**config.mk**
```make
export PLATFORM = sky130hd
export DESIGN_NAME = read_engine
export DESIGN_NICKNAME = d
export VERILOG_FILES = /design/src/rtl/read_engine.sv
export SDC_FILE = /design/constraint.sdc
export NUM_CORES = 1
export LEC_CHECK = 0
export ABC_CLOCK_PERIOD_IN_PS = 11300
export CAP_MARGIN = 20
export CORE_MARGIN = 3
export CORE_UTILIZATION = 60
export DETAILED_ROUTE_END_ITERATION = 10
export DONT_BUFFER_PORTS = 1
export PLACE_DENSITY = 0.76
export SLEW_MARGIN = 20
export SYNTH_ARGS = -nofsm -noshare
export SYNTH_HDL_FRONTEND = slang
export SYNTH_SLANG_ARGS = --single-unit
```
**constraint.sdc**
```tcl
create_clock -name clk -period 11.3 [get_ports clk]
set_input_delay 1.13 -clock clk [delete_from_list [all_inputs] [get_ports clk]]
set_output_delay 1.13 -clock clk [all_outputs]
set_load 0.02 [all_outputs]
```
**src/rtl/read_engine.sv**
```systemverilog
// Cache-line read request generator for the host c0 read channel.
// Polls the control word while in CTRL and streams sequential data reads while in RUN.
module read_engine #(
    parameter int              ADDR_W          = 42,
    parameter int              MDATA_W         = 16,
    parameter int              CNT_W           = 32,
    parameter logic [15:0]     READ_CTRL_MDATA = 16'h0001,
    parameter logic [15:0]     READ_RUN_MDATA  = 16'h0002,
    parameter int              POLL_GAP        = 16
) (
    input  logic               clk,
    input  logic               reset,
    input  logic               stall,
    input  logic [2:0]         afu_state_in,
    input  logic [ADDR_W-1:0]  ctrl_addr,
    input  logic               ctrl_resp_valid,
    input  logic [ADDR_W-1:0]  ctrl_rd_addr,
    input  logic [CNT_W-1:0]   ctrl_num_cls,
    output logic               rd_valid,
    output logic [MDATA_W-1:0] rd_mdata,
    output logic [ADDR_W-1:0]  rd_addr,
    output logic [CNT_W-1:0]   run_reqs_issued
);

    typedef enum logic [1:0] {P_IDLE, P_ISSUE, P_WAIT, P_GAP} poll_e;

    localparam logic [2:0]  ST_CTRL  = 3'd1;
    localparam logic [2:0]  ST_RUN   = 3'd2;
    // Loaded with POLL_GAP-1 so that exactly POLL_GAP idle cycles separate the
    // response pulse from the next visible control read.
    localparam logic [15:0] GAP_LOAD = 16'(POLL_GAP - 1);

    poll_e               poll_q, poll_d;
    logic [15:0]         gap_q, gap_d;
    logic [ADDR_W-1:0]   base_q, base_d;
    logic [CNT_W-1:0]    limit_q, limit_d;
    logic [CNT_W-1:0]    cnt_q, cnt_d;
    logic                prev_run_q, prev_run_d;
    logic                rd_valid_q, rd_valid_d;
    logic [MDATA_W-1:0]  rd_mdata_q, rd_mdata_d;
    logic [ADDR_W-1:0]   rd_addr_q, rd_addr_d;

    logic                in_ctrl, in_run, run_entry, poll_try;
    logic [ADDR_W-1:0]   eff_base;
    logic [CNT_W-1:0]    eff_limit, eff_cnt;

    always_comb begin
        poll_d     = poll_q;
        gap_d      = gap_q;
        base_d     = base_q;
        limit_d    = limit_q;
        cnt_d      = cnt_q;
        rd_valid_d = 1'b0;
        rd_mdata_d = rd_mdata_q;
        rd_addr_d  = rd_addr_q;
        poll_try   = 1'b0;

        in_ctrl    = (afu_state_in == ST_CTRL);
        in_run     = (afu_state_in == ST_RUN);
        run_entry  = in_run && !prev_run_q;
        prev_run_d = in_run;

        // On the entry cycle the fresh base/limit are used directly so the first
        // data read is decided in that same cycle.
        eff_base   = run_entry ? ctrl_rd_addr : base_q;
        eff_limit  = run_entry ? ctrl_num_cls : limit_q;
        eff_cnt    = run_entry ? '0 : cnt_q;

        if (!in_ctrl) begin
            poll_d = P_IDLE;
        end else begin
            case (poll_q)
                P_IDLE, P_ISSUE: poll_try = 1'b1;
                P_WAIT: begin
                    if (ctrl_resp_valid) begin
                        poll_d = P_GAP;
                        gap_d  = GAP_LOAD;
                    end
                end
                P_GAP: begin
                    if (gap_q == '0) poll_try = 1'b1;
                    else             gap_d    = gap_q - 16'd1;
                end
                default: poll_d = P_IDLE;
            endcase
            if (poll_try) begin
                if (!stall) begin
                    rd_valid_d = 1'b1;
                    rd_addr_d  = ctrl_addr;
                    rd_mdata_d = MDATA_W'(READ_CTRL_MDATA);
                    poll_d     = P_WAIT;
                end else begin
                    poll_d     = P_ISSUE;
                end
            end
        end

        if (in_run) begin
            base_d  = eff_base;
            limit_d = eff_limit;
            cnt_d   = eff_cnt;
            if (!stall && (eff_cnt < eff_limit)) begin
                rd_valid_d = 1'b1;
                rd_addr_d  = eff_base + ADDR_W'(eff_cnt);
                rd_mdata_d = MDATA_W'(READ_RUN_MDATA);
                cnt_d      = eff_cnt + 1'b1;
            end
        end
    end

    always_ff @(posedge clk) begin
        if (reset) begin
            poll_q     <= P_IDLE;
            gap_q      <= '0;
            base_q     <= '0;
            limit_q    <= '0;
            cnt_q      <= '0;
            // A RUN level held through reset is not a fresh entry.
            prev_run_q <= 1'b1;
            rd_valid_q <= 1'b0;
            rd_mdata_q <= '0;
            rd_addr_q  <= '0;
        end else begin
            poll_q     <= poll_d;
            gap_q      <= gap_d;
            base_q     <= base_d;
            limit_q    <= limit_d;
            cnt_q      <= cnt_d;
            prev_run_q <= prev_run_d;
            rd_valid_q <= rd_valid_d;
            rd_mdata_q <= rd_mdata_d;
            rd_addr_q  <= rd_addr_d;
        end
    end

    assign rd_valid        = rd_valid_q;
    assign rd_mdata        = rd_mdata_q;
    assign rd_addr         = rd_addr_q;
    assign run_reqs_issued = cnt_q;

endmodule

```
==> results_tabular.tex <==
\begin{tabular}{lr}
\hline
Metric & Value \\
\hline
\multicolumn{2}{l}{\textbf{Outcome}} \\
\quad Result of the run & complete, no violations \\
\multicolumn{2}{l}{\textbf{Finish}} \\
\quad Layout Area Growth over Synthesis & 5.756\% \\
\quad Total number of nets in the final design & $\sim$1500 \\
\quad \# diodes & 0 \\
\quad Layout Cell Area excl Fill & 0.01172 sq mm \\
\quad Share of cells above drive strength 1 & 0.05290 \\
\quad Final cell utilization of the core & 0.6482 \\
\quad Final instance count without filler cells & 1590 \\
\multicolumn{2}{l}{\textbf{Worst setup path}} \\
\quad Signal arrival time at the worst endpoint & 5.47 ns \\
\quad Number of buffer and inverter instances along the worst setup path & 2 \\
\quad Gate family responsible for the most delay along the worst path & compound AO/OA/AOI/OAI gates \\
\quad Biggest fanout along the worst timing path & between 70 and 80 \\
\quad Cell seen most often among critical-path stages & sky130\_fd\_sc\_hd\_\_buf\_4 \\
\quad Critical path depth & 14 \\
\quad Standard cell with the maximum stage delay on the critical path & sky130\_fd\_sc\_hd\_\_o41a\_1 \\
\quad Crit Path Class & input port to register \\
\quad Category of the worst setup path capture point & register \\
\quad Worst reg2reg path endpoint & rd\_addr[33]\$\_SDFF\_PP0\_ \\
\quad Path depth of the worst reg2reg path & 14 \\
\quad Reg-to-reg setup timing slack & roughly 6.5 ns \\
\quad Endpoint required time on the critical path & roughly 12 ns \\
\quad Critical path startpoint category & input port \\
\quad Longest individual stage delay on the worst path & roughly 0.6 ns \\
\quad Cells traversed along the worst timing path & or4b\_4 -> buf\_4 -> and2\_1 -> ha\_1 -> nand2\_1 -> o21ai\_0 -> a22o\_1 -> a211o\_1 -> a31oi\_1 -> o41a\_1 -> o21ai\_4 -> buf\_4 -> a2111oi\_0 -> or4\_1 \\
\quad Crit Reg-Reg Startpoint & prev\_run\_q\$\_SDFF\_PP1\_ \\
\multicolumn{2}{l}{\textbf{Route}} \\
\quad Avg Vias per Cell & 6.287 \\
\quad Number of DRC violations after detailed routing & 0 \\
\quad Post-detailed-route wirelength per cell & around 19 um \\
\quad Final wirelength & slightly above 30000 um \\
\quad Via count & 9996 \\
\quad Antenna Nets Post-Route & 0 \\
\quad Count of TritonRoute iterations in the first routing pass & 6 \\
\quad 1st-iter DRT viols & 814 \\
\multicolumn{2}{l}{\textbf{Floorplan}} \\
\quad Die ar. & $\sim$0.020 sq mm \\
\quad Height of the die & $\sim$140 um \\
\quad Area of the core & around 0.018 sq mm \\
\quad Ports & $\sim$210 \\
\quad Starting utilization of the core area & 0.6129 \\
\quad Die width & 141.9 um \\
\quad \# rows & roughly 50 \\
\multicolumn{2}{l}{\textbf{Global routing}} \\
\quad Sum of overflow across all layers after global routing & 0 \\
\quad Number of antenna violations at the first check in global routing & 1 \\
\quad Vias in the first global route & around 9500 \\
\quad All-layer global routing usage & 0.2948 \\
\quad Wire length of the first global-routing pass & between 40000 and 50000 um \\
\quad Maximum number of pins on one net before global-route repair & 158 \\
\multicolumn{2}{l}{\textbf{Pwr}} \\
\quad Peak ir drop on the vdd network & 116.8 uV \\
\quad Pwr Density & approximately 120 mW/mm\^{}2 \\
\quad Overall Power & about 1.4 mW \\
\quad LEAKAGE & roughly 4.2 nW \\
\multicolumn{2}{l}{\textbf{STA}} \\
\quad Worst slew slack as a fraction of its limit & 0.4512 \\
\quad Final period util & 0.4570 \\
\quad Maximum operating frequency & $\sim$0.19 GHz \\
\quad Final Hold Violating Endpoints & 0 \\
\quad Worst Clk Skew & 0.01429 ns \\
\quad Actual slew at the worst max-slew pin & between 0.8 and 0.9 ns \\
\quad Number of slew-limit violations in the final report & 0 \\
\quad Post-layout min period & roughly 5.2 ns \\
\quad Final TNS setup & 0 ns \\
\quad Setup repair after global routing missed its margin & false \\
\quad Setup violators final & 0 \\
\multicolumn{2}{l}{\textbf{Synth}} \\
\quad List of most frequent post-synthesis cells & sky130\_fd\_sc\_hd\_\_nand2\_1, sky130\_fd\_sc\_hd\_\_dfxtp\_1, sky130\_fd\_sc\_hd\_\_nor2\_1 \\
\quad Area contributors post-synth & sky130\_fd\_sc\_hd\_\_dfxtp\_1, sky130\_fd\_sc\_hd\_\_nand2\_1, sky130\_fd\_sc\_hd\_\_mux2i\_1, sky130\_fd\_sc\_hd\_\_nor2\_1, sky130\_fd\_sc\_hd\_\_a21oi\_1 \\
\quad Post-Synthesis Cell Area & between 0.01 and 0.015 sq mm \\
\quad Post-synth top area share & 0.3323 \\
\quad Post-Syn Instances & about 1400 \\
\quad Most common cell in the netlist & sky130\_fd\_sc\_hd\_\_nand2\_1 \\
\quad Synth Warn \# & 0 \\
\quad Synthesized net count & 1567 \\
\quad Leading area contributor after synthesis & sky130\_fd\_sc\_hd\_\_dfxtp\_1 \\
\quad Main synth FF type & sky130\_fd\_sc\_hd\_\_dfxtp\_1 \\
\quad Mean area per synthesized cell & around 7.8 sq um \\
\quad Number of storage elements in the synthesis netlist & 184 \\
\quad Proportion of register bits with asynchronous set or reset after synthesis & 0 \\
\quad EDFF count, synth & 0 \\
\quad Sequential element share of the synthesized area & 0.3323 \\
\quad Cell variety after synth & 84 \\
\multicolumn{2}{l}{\textbf{Clock network}} \\
\quad Post-CTS clock slew at the launch and capture registers of the worst setup and hold paths & about 0.070 ns \\
\quad Worst skew pair latency & $\sim$0.44 ns \\
\quad CTS tree & done \\
\quad Num CTS Buffers & 17 \\
\quad H-tree levels & 4 \\
\quad Quantity of gates resized following cts & 0 \\
\quad Clk Tree Root Cell & sky130\_fd\_sc\_hd\_\_clkbuf\_16 \\
\quad Quantity of hold-fixing buffers added after cts & 0 \\
\quad TritonCTS sink count & 184 \\
\quad Max Root-Sink Buffers & 2 \\
\quad Setup repair bufs after CTS & 0 \\
\multicolumn{2}{l}{\textbf{Hold path}} \\
\quad Path type of the worst min-delay path & register to register \\
\quad Min-Delay Startpoint & limit\_q[0]\$\_SDFFE\_PP0N\_ \\
\quad Hold Path Sink & limit\_q[0]\$\_SDFFE\_PP0N\_ \\
\quad Cell depth of the worst min-delay path & 2 \\
\multicolumn{2}{l}{\textbf{Place}} \\
\quad Number of placed instances, taps included & between 1500 and 2000 \\
\quad Area after detailed placement & 0.01110 sq mm \\
\quad Number of port buffers & 0 \\
\quad DP Wirelength & about 22000 um \\
\quad Placer congestion estimate & 0.9316 \\
\multicolumn{2}{l}{\textbf{Job}} \\
\quad Number of maximum-capacitance constraint violations & 0 \\
\hline
\end{tabular}
==> flip-flops by register name, indices dropped and copies added (netlist names), named ones only <==
register         count
limit_q             32
rd_addr             42
poll_q               2
rd_valid             1
base_q              40
gap_q               16
rd_mdata            16
prev_run_q           1
run_reqs_issued     32
==> metal layers <==
layer,wire (um),vias to the layer above,track usage
li1,-,4923,-
met1,12930,4657,0.3782
met2,14490,365,0.4880
met3,2289,51,0.07381
met4,725,0,0.09697
met5,0,-,0
==> where the power goes <==
group / switching [mW] / internal (mW) / leakage [nW]
registers: 0.0199 / 0.662 / 1.49
logic: 0.0585 / 0.0342 / 2.44
clock network: 0.305 / 0.304 / 0.299
==> layout make-up <==
class / instances / area, sq um
repair buffers: 8 / 72.57
inverters: 29 / 108.9
flip-flops and latches: 184 / 3684
well taps: 229 / 286.5
clock buffers: 17 / 425.4
fillers: 1623 / 6362
multi-input cells: 1108 / 6950
clock inverters: 15 / 196.4
==> stage by stage <==
| step | setup slack [ns] | hold slack, ns |
|---|---|---|
| final | 6.136 | 0.4658 |
| after global routing | 5.906 | 0.4831 |
| after CTS | 6.188 | 0.4620 |
| after detailed placement | 5.759 | 0.4506 |
| after global placement | 5.914 | 0.4385 |
| after floorplan | 5.387 | 0.4364 |
==> kinds of logic (layout without fill, tap and decap cells) <==
logic type | count (synthesis) | after routing | synth area share
buffers and inverters | 121 | 69 | 0.04435
muxes | 73 | 73 | 0.06659
DFF | 184 | 184 | 0.3323
xor gates and xnor gates | 85 | 85 | 0.06716
adders and majority gates | 36 | 36 | 0.03950
AOI/OAI and AO/OA | 334 | 334 | 0.2001
and+or+nand+nor | 580 | 580 | 0.2500
==> cell usage in the layout (no fill, tap or decap), types with 7 or more instances in the layout <==
cell type / Yosys / routed
sky130_fd_sc_hd__xnor2_1: 56 / 56
sky130_fd_sc_hd__a31oi_1: 16 / 16
sky130_fd_sc_hd__clkinv_8: 0 / 7
sky130_fd_sc_hd__or3_1: 28 / 28
sky130_fd_sc_hd__clkbuf_16: 0 / 17
sky130_fd_sc_hd__o211ai_1: 11 / 11
sky130_fd_sc_hd__o2111ai_1: 7 / 7
sky130_fd_sc_hd__or4_1: 13 / 13
sky130_fd_sc_hd__xor2_1: 29 / 29
sky130_fd_sc_hd__nand3_1: 28 / 28
sky130_fd_sc_hd__a21oi_1: 110 / 110
sky130_fd_sc_hd__nor4_1: 15 / 15
sky130_fd_sc_hd__and3_1: 15 / 15
sky130_fd_sc_hd__and2_1: 34 / 34
sky130_fd_sc_hd__nor3b_1: 7 / 7
sky130_fd_sc_hd__nor3_1: 31 / 30
sky130_fd_sc_hd__o21ai_0: 54 / 54
sky130_fd_sc_hd__o22ai_1: 7 / 7
sky130_fd_sc_hd__o21a_1: 7 / 7
sky130_fd_sc_hd__buf_4: 2 / 7
sky130_fd_sc_hd__o31ai_1: 11 / 11
sky130_fd_sc_hd__nand2_1: 189 / 189
sky130_fd_sc_hd__ha_1: 31 / 31
sky130_fd_sc_hd__nand2b_1: 14 / 14
sky130_fd_sc_hd__mux2i_1: 67 / 67
sky130_fd_sc_hd__dfxtp_1: 184 / 184
sky130_fd_sc_hd__nor2_1: 157 / 157
sky130_fd_sc_hd__inv_1: 27 / 27
sky130_fd_sc_hd__nand4_1: 19 / 19
sky130_fd_sc_hd__a211oi_1: 27 / 27
sky130_fd_sc_hd__a21o_1: 10 / 10
==> tightest hold or removal path, stage by stage (launching register included) <==
cell and delay (ns):
sky130_fd_sc_hd__dfxtp_1 0.31, sky130_fd_sc_hd__nand2_1 0.06, sky130_fd_sc_hd__a21oi_1 0.05
==> how the worst max path moves through the flow <==
stage | from | to
floorplan | afu_state_in[0] | run_reqs_issued[22]$_SDFFE_PP0N_
finish | afu_state_in[0] | rd_addr[33]$_SDFF_PP0_
CTS | afu_state_in[0] | rd_mdata[10]$_SDFF_PP0_
global route | afu_state_in[0] | rd_addr[33]$_SDFF_PP0_
global placement | afu_state_in[0] | rd_mdata[4]$_SDFF_PP0_
detailed placement | afu_state_in[0] | rd_mdata[10]$_SDFF_PP0_
(Power assumes the default switching activity.)
